<file path="src/rtl/tensor_pkg.sv">
// Shared constants, state encoding and stream tag layout for the MLP parameter sequencer.
// Latency: n/a (types and constants only).
// Backpressure: n/a.
package tensor_pkg;

    localparam int DIM        = 57715;
    localparam int CPU_BASE   = 1036;
    localparam int OBUF_DEPTH = 2;

    localparam int W1_BASE = 0;
    localparam int B1_BASE = 57600;
    localparam int W2_BASE = 57664;
    localparam int B2_BASE = 57712;

    localparam int L1_ROWS = 64;
    localparam int L1_WPR  = 900;
    localparam int L2_ROWS = 3;
    localparam int L2_WPR  = 16;

    typedef enum logic {
        BIAS   = 1'b0,
        WEIGHT = 1'b1
    } kind_e;

    typedef enum logic [2:0] {
        S_IDLE,
        S_L1_BIAS,
        S_L1_W,
        S_L2_BIAS,
        S_L2_W,
        S_DRAIN
    } seq_state_e;

    typedef struct packed {
        kind_e      kind;
        logic       layer;
        logic [5:0] row;
        logic       last;
    } tag_t;

    typedef struct packed {
        tag_t        tag;
        logic [31:0] data;
    } obuf_ent_t;

    localparam int ENT_W = $bits(obuf_ent_t);

endpackage

</file>
<file path="src/rtl/tensor_obuf.sv">
// Small synchronous FIFO holding tagged read data ahead of the stream output.
// Latency: a pushed entry is visible at the head one cycle after the push.
// Backpressure: the caller must not push when full unless it pops in the same cycle.
module tensor_obuf #(
    parameter int DEPTH = 2,
    parameter int W     = 41,
    localparam int PW   = (DEPTH > 1) ? $clog2(DEPTH) : 1,
    localparam int OW   = $clog2(DEPTH + 1)
) (
    input  logic          clk,
    input  logic          rst,
    input  logic          flush,
    input  logic          push,
    input  logic [W-1:0]  push_dat,
    input  logic          pop,
    output logic [W-1:0]  head,
    output logic [OW-1:0] occ
);

    logic [W-1:0]  store [DEPTH];
    logic [PW-1:0] rd_ptr;
    logic [PW-1:0] wr_ptr;
    logic [OW-1:0] cnt;
    logic          do_push;
    logic          do_pop;

    function automatic logic [PW-1:0] nxt(input logic [PW-1:0] p);
        return (p == PW'(DEPTH - 1)) ? '0 : p + 1'b1;
    endfunction

    assign do_pop  = pop && (cnt != '0);
    assign do_push = push && ((cnt != OW'(DEPTH)) || do_pop);

    always_ff @(posedge clk) begin
        if (rst || flush) begin
            rd_ptr <= '0;
            wr_ptr <= '0;
            cnt    <= '0;
            for (int i = 0; i < DEPTH; i++) begin
                store[i] <= '0;
            end
        end else begin
            if (do_push) begin
                store[wr_ptr] <= push_dat;
                wr_ptr        <= nxt(wr_ptr);
            end
            if (do_pop) begin
                rd_ptr <= nxt(rd_ptr);
            end
            case ({do_push, do_pop})
                2'b10:   cnt <= cnt + 1'b1;
                2'b01:   cnt <= cnt - 1'b1;
                default: cnt <= cnt;
            endcase
        end
    end

    assign head = store[rd_ptr];
    assign occ  = cnt;

endmodule

</file>
<file path="src/rtl/tensor_seq.sv">
// Streams every MLP parameter word once, in inference order, and gates CPU parameter writes while idle.
// Latency: first mem_ren one cycle after start is sampled; read data reaches the stream head two edges later.
// Backpressure: o_valid/o_ready with full stall; reads are credit-limited so no word is ever dropped.
module tensor_seq
    import tensor_pkg::*;
(
    input  logic        clk,
    input  logic        rst,
    input  logic        start,
    output logic        busy,
    output logic        done,
    input  logic        cpu_wen,
    input  logic [31:0] cpu_waddr,
    input  logic [31:0] cpu_wdata,
    output logic        cpu_wready,
    output logic        wr_err,
    output logic        mem_wen,
    output logic [31:0] mem_waddr,
    output logic [31:0] mem_wdata,
    output logic        mem_ren,
    output logic [31:0] mem_addr,
    input  logic [31:0] mem_rdata,
    output logic        o_valid,
    input  logic        o_ready,
    output logic [31:0] o_data,
    output logic        o_kind,
    output logic        o_layer,
    output logic [5:0]  o_row,
    output logic        o_last
);

    localparam int OCC_W = $clog2(OBUF_DEPTH + 1);

    seq_state_e        state_q, state_d;
    logic [5:0]        row_q, row_d;
    logic [9:0]        k_q, k_d;
    logic [31:0]       wptr_q, wptr_d;
    logic              inflight_q;
    tag_t              tag_q;
    logic              done_q, done_d;
    logic              wr_err_q;

    logic              rd_en;
    logic [31:0]       rd_addr;
    tag_t              rd_tag;
    logic              pop;
    logic              credit_ok;
    logic              drained;
    logic              in_win;
    logic              wr_drop;
    logic [OCC_W-1:0]  occ;
    obuf_ent_t         head;
    obuf_ent_t         push_ent;

    assign busy = (state_q != S_IDLE);
    assign pop  = o_valid & o_ready;

    // A read may issue only if its word is guaranteed a buffer slot when it lands.
    assign credit_ok = (int'(occ) + int'(inflight_q) - int'(pop)) < OBUF_DEPTH;
    assign drained   = ~inflight_q && (int'(occ) == int'(pop));

    always_comb begin
        state_d = state_q;
        row_d   = row_q;
        k_d     = k_q;
        wptr_d  = wptr_q;
        done_d  = 1'b0;
        rd_en   = 1'b0;
        rd_addr = '0;
        rd_tag  = '0;
        unique case (state_q)
            S_IDLE: begin
                if (start) begin
                    state_d = S_L1_BIAS;
                    row_d   = '0;
                    k_d     = '0;
                    wptr_d  = 32'(W1_BASE);
                end
            end
            S_L1_BIAS: begin
                rd_en       = credit_ok;
                rd_addr     = 32'(B1_BASE) + 32'(row_q);
                rd_tag.kind = BIAS;
                rd_tag.row  = row_q;
                if (rd_en) begin
                    state_d = S_L1_W;
                end
            end
            S_L1_W: begin
                rd_en       = credit_ok;
                rd_addr     = wptr_q;
                rd_tag.kind = WEIGHT;
                rd_tag.row  = row_q;
                rd_tag.last = (k_q == 10'(L1_WPR - 1));
                if (rd_en) begin
                    wptr_d = wptr_q + 32'd1;
                    if (rd_tag.last) begin
                        k_d = '0;
                        if (row_q == 6'(L1_ROWS - 1)) begin
                            row_d   = '0;
                            wptr_d  = 32'(W2_BASE);
                            state_d = S_L2_BIAS;
                        end else begin
                            row_d   = row_q + 6'd1;
                            state_d = S_L1_BIAS;
                        end
                    end else begin
                        k_d = k_q + 10'd1;
                    end
                end
            end
            S_L2_BIAS: begin
                rd_en        = credit_ok;
                rd_addr      = 32'(B2_BASE) + 32'(row_q);
                rd_tag.kind  = BIAS;
                rd_tag.layer = 1'b1;
                rd_tag.row   = row_q;
                if (rd_en) begin
                    state_d = S_L2_W;
                end
            end
            S_L2_W: begin
                rd_en        = credit_ok;
                rd_addr      = wptr_q;
                rd_tag.kind  = WEIGHT;
                rd_tag.layer = 1'b1;
                rd_tag.row   = row_q;
                rd_tag.last  = (k_q == 10'(L2_WPR - 1));
                if (rd_en) begin
                    wptr_d = wptr_q + 32'd1;
                    if (rd_tag.last) begin
                        k_d = '0;
                        if (row_q == 6'(L2_ROWS - 1)) begin
                            state_d = S_DRAIN;
                        end else begin
                            row_d   = row_q + 6'd1;
                            state_d = S_L2_BIAS;
                        end
                    end else begin
                        k_d = k_q + 10'd1;
                    end
                end
            end
            S_DRAIN: begin
                // Leave on the edge of the final handshake so done lands one cycle after it.
                if (drained) begin
                    state_d = S_IDLE;
                    done_d  = 1'b1;
                end
            end
            default: begin
                state_d = S_IDLE;
            end
        endcase
    end

    always_ff @(posedge clk) begin
        if (rst) begin
            state_q    <= S_IDLE;
            row_q      <= '0;
            k_q        <= '0;
            wptr_q     <= '0;
            inflight_q <= 1'b0;
            tag_q      <= '0;
            done_q     <= 1'b0;
            wr_err_q   <= 1'b0;
        end else begin
            state_q    <= state_d;
            row_q      <= row_d;
            k_q        <= k_d;
            wptr_q     <= wptr_d;
            inflight_q <= rd_en;
            if (rd_en) begin
                tag_q <= rd_tag;
            end
            done_q     <= done_d;
            wr_err_q   <= wr_drop;
        end
    end

    assign push_ent.tag  = tag_q;
    assign push_ent.data = mem_rdata;

    tensor_obuf #(
        .DEPTH (OBUF_DEPTH),
        .W     (ENT_W)
    ) u_obuf (
        .clk      (clk),
        .rst      (rst),
        .flush    (~busy & start),
        .push     (inflight_q),
        .push_dat (push_ent),
        .pop      (pop),
        .head     (head),
        .occ      (occ)
    );

    assign o_valid = (occ != '0);
    assign o_data  = head.data;
    assign o_kind  = head.tag.kind;
    assign o_layer = head.tag.layer;
    assign o_row   = head.tag.row;
    assign o_last  = head.tag.last;

    assign mem_ren  = rd_en;
    assign mem_addr = rd_addr;

    // Writes only land while idle, so the memory port never sees a read and write together.
    assign in_win     = (cpu_waddr >= 32'(CPU_BASE)) && (cpu_waddr < 32'(CPU_BASE + DIM));
    assign cpu_wready = ~rst & ~busy;
    assign mem_wen    = cpu_wen & cpu_wready & in_win;
    assign wr_drop    = cpu_wen & cpu_wready & ~in_win;
    assign mem_waddr  = mem_wen ? (cpu_waddr - 32'(CPU_BASE)) : '0;
    assign mem_wdata  = mem_wen ? cpu_wdata : '0;

    assign done   = done_q;
    assign wr_err = wr_err_q;

endmodule

</file>
<file path="config.mk">
export PLATFORM = sky130hd
export DESIGN_NAME = tensor_seq
export DESIGN_NICKNAME = d
export VERILOG_FILES = /design/src/rtl/tensor_pkg.sv /design/src/rtl/tensor_obuf.sv /design/src/rtl/tensor_seq.sv
export SDC_FILE = /design/constraint.sdc
export NUM_CORES = 1
export LEC_CHECK = 0
export CORE_UTILIZATION = 40
export DETAILED_ROUTE_END_ITERATION = 6
export PLACE_DENSITY_LB_ADDON = 0.15
export SYNTH_ARGS = -nofsm -noshare
export SYNTH_HDL_FRONTEND = slang
export SYNTH_SLANG_ARGS = --single-unit
export TNS_END_PERCENT = 5
</file>
<file path="constraint.sdc">
create_clock -name clk -period 7.8 [get_ports clk]
set_clock_uncertainty 0.05 [all_clocks]
set_input_delay 1.56 -clock clk [delete_from_list [all_inputs] [get_ports clk]]
set_output_delay 1.56 -clock clk [all_outputs]
set_load 0.005 [all_outputs]
</file>
==> impl_metrics.toml, run 1 <==
[outcome]
status = "complete, no violations"

[power_and_ir_drop]
p_switching_w = 0.000910
p_sw_share_pct = 32.4
intPower_w = 0.00190
power_per_cell_area_mw_per_mm2 = 250
p_leak_nw = 4.23
seq_power_share_pct = 38.7
peakVddDrop_mv = 0.173
clkPwrFrac_pct = 28.4
pwr-share-comb_pct = 32.9

[floorplan]
dieWidth_microns = 145
initial_utilization_pct = 41.2
die-area_sq_mm = 0.0209
rows = 51
ioPinCount = 245
die_h_microns = 145
coreArea_sq_mm = 0.0197

[layout]
antenna_cells = 0
seqCellArea_sq_mm = 0.00383
nFillCells = 1736
drive_gt1_share_pct = 9.24
fin_nets = 1172
multiInputGateArea_sq_mm = 0.00402
area_delta_synth_final_pct = 38.2

[clock_tree]
cts_setup_buffers = 0
cts_root_buf = "clkbuf_16"
path_clk_slew_ns = 0.07
ctsResizeCount = 0
holdBufCountCts = 0
cts_tree = "built"
clkSinkCount = 150
numCtsBuffers = 17
cts_buffer_depth = 2
h-tree-depth = 4
clk_latency_ns = 0.42

[synthesis]
synth_compound_area_share_pct = 11.4
synthTopCellsByArea = "edfxtp_1, dfxtp_1, and2_1, mux2_2, nor2_1"
synth_top_family_by_area = "simple AND/OR/NAND/NOR gates"
post_synth_xor_area_fraction_pct = 3.98
synth_commonest_cells = "and2_1, nor2_1, edfxtp_1, dfxtp_1, o21ai_0"
synthCells = 845
synth.distinct_cells = 61
synth_top_cell_area_share_pct = 30.3
syn_area_per_cell_sq_um = 9.62
synthMuxAreaShare_pct = 6.66
synth_ff_type = "edfxtp_1"
syn_area_sq_mm = 0.00813
yosys_warnings = 0
async_flop_share_pct = 0
ys_ff_latch = 150
ys_seq_area_share_pct = 47.0
yosysMostFrequentCell = "and2_1"
netlist.top_cell.by_area = "edfxtp_1"
synthAdderAreaFrac_pct = 1.78
synth-edff-count = 82
yosys.area_share.simple_pct = 24.8

[timing]
grt_setup_unrepaired = "false"
setup_viol = 0
tns_ns = 0
fmax_ghz = 0.152
worstMarginPinSlew_ns = 1.04
min_period_ns = 6.57
hold_viol = 0
holdWs_ns = 0.424
drv_slew = 0
post-route-period-util_pct = 84.2
slew_headroom_pct = 30.6

[worst_setup_path]
crit_required_ns = 6.19
crit_top_cell = "clkdlybuf4s50_1"
crit_buf_inv = 3
cp_cell_sequence = "clkdlybuf4s50_1, or4_1, or3_1, nor4_2, o21a_1, nand3_2, inv_2, and2_1, clkdlybuf4s50_1"
crit_slowest_cell = "or4_1"
crit_cells = 9
crit_path_max_incr_delay_ns = 0.53
cp_max_fo = 38
worstSetupPathType = "in2out"
r2r_end = "wptr_q[25]"
start_kind = "primary input"
reg2reg_depth = 13
rrSetupSlack_ns = 3.52
worstReg2RegStart = "u_obuf.occ[1]"
crit_path_end_kind = "output port"
arrival_ns = 4.96
cp_top_family = "simple AND/OR/NAND/NOR gates"

[drt]
via_count = 6921
route.detailed.drc = 0
drtIter0Drc = 395
postRouteAntennaNets = 0
viasPerCell = 5.18
drt-pass1-iter-count = 5
route.final.wire_length_mm = 22.0
detail_route.wl_per_cell_microns = 16.4

[global_routing]
grt_pass1_vias = 6292
met2_usage_pct = 31.1
grt_max_degree = 46
met1_usage_pct = 29.2
grt_usage_pct = 20.6
antenna_found_initial = 0
grt_use_met3_pct = 4.67
grt_pass1_wl_mm = 33.2
grt_overflow_total = 0
busiest_layer = "met2"

[place]
portBuffers = 236
hpwl_mm = 15.2
finalWeightedCongestion = 0.832

[flow_run]
max_cap_violations = 0

[hold_path]
hp-class = "reg2reg"
holdPathEnd = "push_ent[32]"
min_path_cells = 2
hold_start = "push_ent[32]"
## cell usage in the layout (no fill, tap or decap), types with 3 or more instances in the layout
| cell | count |
|---|---|
| clkdlybuf4s50_1 | 236 |
| and2_1 | 101 |
| nor2_1 | 85 |
| edfxtp_1 | 82 |
| dfxtp_1 | 66 |
| o21ai_0 | 50 |
| and3_1 | 50 |
| a21oi_1 | 47 |
| nand2_1 | 45 |
| mux2_2 | 41 |
| xor2_1 | 23 |
| or3_1 | 20 |
| clkbuf_16 | 17 |
| nor3_1 | 16 |
| xnor2_1 | 14 |
| inv_1 | 13 |
| nand3_1 | 11 |
| o2111ai_1 | 10 |
| ha_1 | 10 |
| buf_4 | 10 |
| mux2i_1 | 8 |
| conb_1 | 8 |
| a21o_1 | 7 |
| or4_1 | 7 |
| a22oi_1 | 6 |
| nor2b_1 | 5 |
| and4_1 | 5 |
| a32oi_1 | 4 |
| nand4_1 | 4 |
| or2_2 | 4 |
| a31oi_1 | 4 |
| o21a_1 | 4 |
| clkinvlp_4 | 4 |
| inv_8 | 4 |
| nand2b_1 | 3 |
| nor4_1 | 3 |
| o31ai_1 | 3 |
| o211ai_1 | 3 |
## registers in the layout (all words and copies together), names as in the netlist, named ones only
signal         cells
done               1
inflight_q         1
k_q               10
push_ent           9
row_q              6
state_q            3
u_obuf.occ         2
u_obuf.rd_ptr      1
u_obuf.store      82
u_obuf.wr_ptr      1
wptr_q            32
wr_err             1
## worst register-to-register path: cells and delay by family (launching register included)
kind,cells,cell delay (ns)
compound gates,4,1.80
fa+ha+maj,2,0.79
simple gates,5,0.73
buf+inv,2,0.38
flops,1,0.47
## stage by stage
stage | area [sq um] | power [W] | setup WS [ns] | util [%] | std cells
4_1_cts | 11200 | 0.00283 | 1.23 | 57.0 | 1337
2_1_floorplan | 8160 | 0.00158 | 2.51 | - | 852
6_report | 11200 | 0.00281 | 1.23 | 57.0 | 1337
3_3_place_gp | 10700 | 0.00203 | 1.34 | 54.1 | 1306
3_5_place_dp | 10700 | 0.00203 | 1.25 | 54.1 | 1306
5_1_grt | 11200 | 0.00296 | 0.996 | 57.0 | 1337
## per-layer routing
metal  vias to the layer above  routed length [microns]
met3                        25                     1300
met1                      3243                    10300
met5                         -                        0
met2                       225                    10100
li1                       3428                        -
met4                         0                      297
## power by group through the flow
stage               clock network, W  registers (W)  logic, W
finish                      0.000798        0.00109  0.000925
global route                0.000844        0.00111   0.00101
CTS                         0.000811        0.00109  0.000932
detailed placement                 0        0.00111  0.000925
global placement                   0        0.00110  0.000926
floorplan                          0        0.00105  0.000526
## area by class of cell
type | count | area share (%)
Clock buffer | 17 | 3.79
Inverter | 15 | 0.501
Tap cell | 265 | 2.95
Clock inverter | 14 | 1.28
Multi-Input combinational cell | 630 | 35.7
Timing Repair Buffer | 246 | 21.7
Sequential cell | 150 | 34.0
## cell families after synthesis
kind of cell	after synthesis
muxes	49
other	1
adders and majority gates	11
buffers and inverters	72
AOI/OAI and AO/OA	153
xor gates and xnor gates	37
DFF	150
and+or+nand+nor	372
## how the worst max path moves through the flow
stage / from / endpoint / slack (ns)
global route: cpu_waddr[25] / mem_wdata[14] / 1.0
detailed placement: cpu_waddr[25] / mem_wdata[26] / 1.25
floorplan: o_ready / mem_ren / 2.51
global placement: cpu_waddr[25] / mem_wdata[27] / 1.34
finish: cpu_waddr[25] / mem_wdata[23] / 1.23
CTS: cpu_waddr[25] / mem_wdata[23] / 1.23
(Power assumes the default switching activity.)
==> run 2, diff against run 1 <==
==> constraint.sdc (replaced) <==
create_clock -name clk -period 5.6 [get_ports clk]
set_clock_uncertainty 0.05 [all_clocks]
set_input_delay 1.12 -clock clk [delete_from_list [all_inputs] [get_ports clk]]
set_output_delay 1.12 -clock clk [all_outputs]
set_load 0.005 [all_outputs]
==> run 2 against run 1 <==
Compared with the run above:
- clock power increased by 38%
- hold slack improved by 0.0016 ns
- via count about the same
- setup slack got worse by 0.96 ns
- core utilization increased by 0.30 points
- power increased by 40%
- global-route usage decreased by 0.30 points
- non-clock buffer count increased by 6
- die area unchanged
- sequential share of layout area decreased by 0.18 points
- critical path depth unchanged
- highest routed layer unchanged
==> impl_metrics.toml, run 2 (synthesized netlist as in run 1, its figures left out) <==
[global_routing]
grt_overflow_total = 0
grt_pass1_vias = 6254
grt_usage_pct = 20.3
grt_max_degree = 46
grt_pass1_wl_mm = 32.6
antenna_found_initial = 0

[floorplan]
die_h_microns = 145
initial_utilization_pct = 41.2
ioPinCount = 245
die-area_sq_mm = 0.0209
coreArea_sq_mm = 0.0197
dieWidth_microns = 145
rows = 51

[power_and_ir_drop]
peakVddDrop_mv = 0.255
p_leak_nw = 4.27
power.total_w = 0.00393
power_per_cell_area_mw_per_mm2 = 348

[clock_tree]
ctsResizeCount = 0
cts_setup_buffers = 0
cts_buffer_depth = 2
path_clk_slew_ns = 0.06
cts_tree = "built"
holdBufCountCts = 0
cts_root_buf = "clkbuf_16"
numCtsBuffers = 17
clk_latency_ns = 0.42
h-tree-depth = 4
clkSinkCount = 150

[worst_setup_path]
worstReg2RegStart = "u_obuf.occ[1]"
arrival_ns = 4.15
worstSetupPathType = "in2out"
crit_start = "cpu_waddr[25]"
crit_path_end_kind = "output port"
cp_top_family = "simple AND/OR/NAND/NOR gates"
crit_top_cell = "clkdlybuf4s50_1"
crit_buf_inv = 3
cp_cell_sequence = "clkdlybuf4s50_1, or4_1, or3_1, nor4_2, o21a_1, nand3_2, inv_2, and2_1, clkdlybuf4s50_1"
crit_path_max_incr_delay_ns = 0.53
crit_slowest_cell = "or4_1"
cp_max_fo = 38
crit_required_ns = 4.43
start_kind = "primary input"

[layout]
antenna_cells = 0
fin_util_pct = 57.3
regMostFlops = "u_obuf.store"
final_cells = 1344
fin_nets = 1178
final_cell_mix = "clkdlybuf4s50_1, and2_1, nor2_1"
largest_register_ffs = 82
area_delta_synth_final_pct = 38.9
final_common_cell = "clkdlybuf4s50_1"
drive_gt1_share_pct = 9.73
reg.largest.list = "u_obuf.store x82, wptr_q x32, k_q x10"

[timing]
slew_headroom_pct = 26.4
tns_ns = 0
setup_viol = 0
fmax_ghz = 0.188
post-route-period-util_pct = 95.1
drv_slew = 0
hold_viol = 0
holdWs_ns = 0.425
min_period_ns = 5.32
worstMarginPinSlew_ns = 1.09
grt_setup_unrepaired = "false"

[place]
hpwl_mm = 15.4
dp_cells = 1312
finalWeightedCongestion = 0.861
portBuffers = 236

[drt]
route.detailed.drc = 0
via_count = 6918
postRouteAntennaNets = 0
detail_route.wl_per_cell_microns = 16.3
viasPerCell = 5.15
drt-pass1-iter-count = 5
drtIter0Drc = 354
route.final.wire_length_mm = 21.9

[hold_path]
hp-class = "reg2reg"
hold_start = "push_ent[32]"

[outcome]
status = "complete, no violations"

[flow_run]
max_cap_violations = 0
## run 2: path summary, 6_finish.rpt
| kind | endpoint | slack [ns] | cells after the start |
|---|---|---|---|
| max | mem_wdata[16] | 0.28 | 9 |
| min | push_ent[32] | 0.43 | 2 |
| min reg2reg | push_ent[32] | 0.43 | 2 |
| max reg2reg | k_q[9] | 1.64 | 13 |
## run 2: layout make-up
class | instances | area, sq um
Sequential cell | 150 | 3830
Fill cell | 1690 | 8420
Inverter | 15 | 56.3
Multi-Input combinational cell | 630 | 4020
Tap cell | 265 | 332
Clock inverter | 14 | 143
Clock buffer | 18 | 429
Timing Repair Buffer | 252 | 2490
## run 2: where the power goes
part           switching [W]  internal [W]  leakage, nW  total, W
Sequential          0.000144       0.00139         1.44   0.00154
Clock               0.000475      0.000624        0.271   0.00110
Combinational       0.000644      0.000648         2.56   0.00129
## run 2: per-layer routing
metal,routed length (microns),vias to the layer above,GRT usage [%]
met5,0,-,0
met1,10500,3264,28.6
met4,180,0,4.49
li1,-,3445,-
met2,10100,194,31.6
met3,1160,15,4.37
## run 2: worst reg2reg max path: stages (launching register included)
cell and delay [ns]:
dfxtp_1 0.46, inv_1 0.14, nand2_1 0.13, and2_1 0.17, ha_1 0.25, nand2b_1 0.20, fa_1 0.53, nor2b_1 0.16
a2111oi_0 0.52, nor3_2 0.14, buf_4 0.20, o21ai_0 0.42, nand2_1 0.33, a21oi_1 0.19
## run 2: metrics by stage
step / area [sq um] / worst slack [ns]
finish: 11300 / 0.275
CTS: 11300 / 0.298
floorplan: 8160 / 1.19
global placement: 10700 / 0.390
detailed placement: 10700 / 0.309
global route: 11300 / 0.108
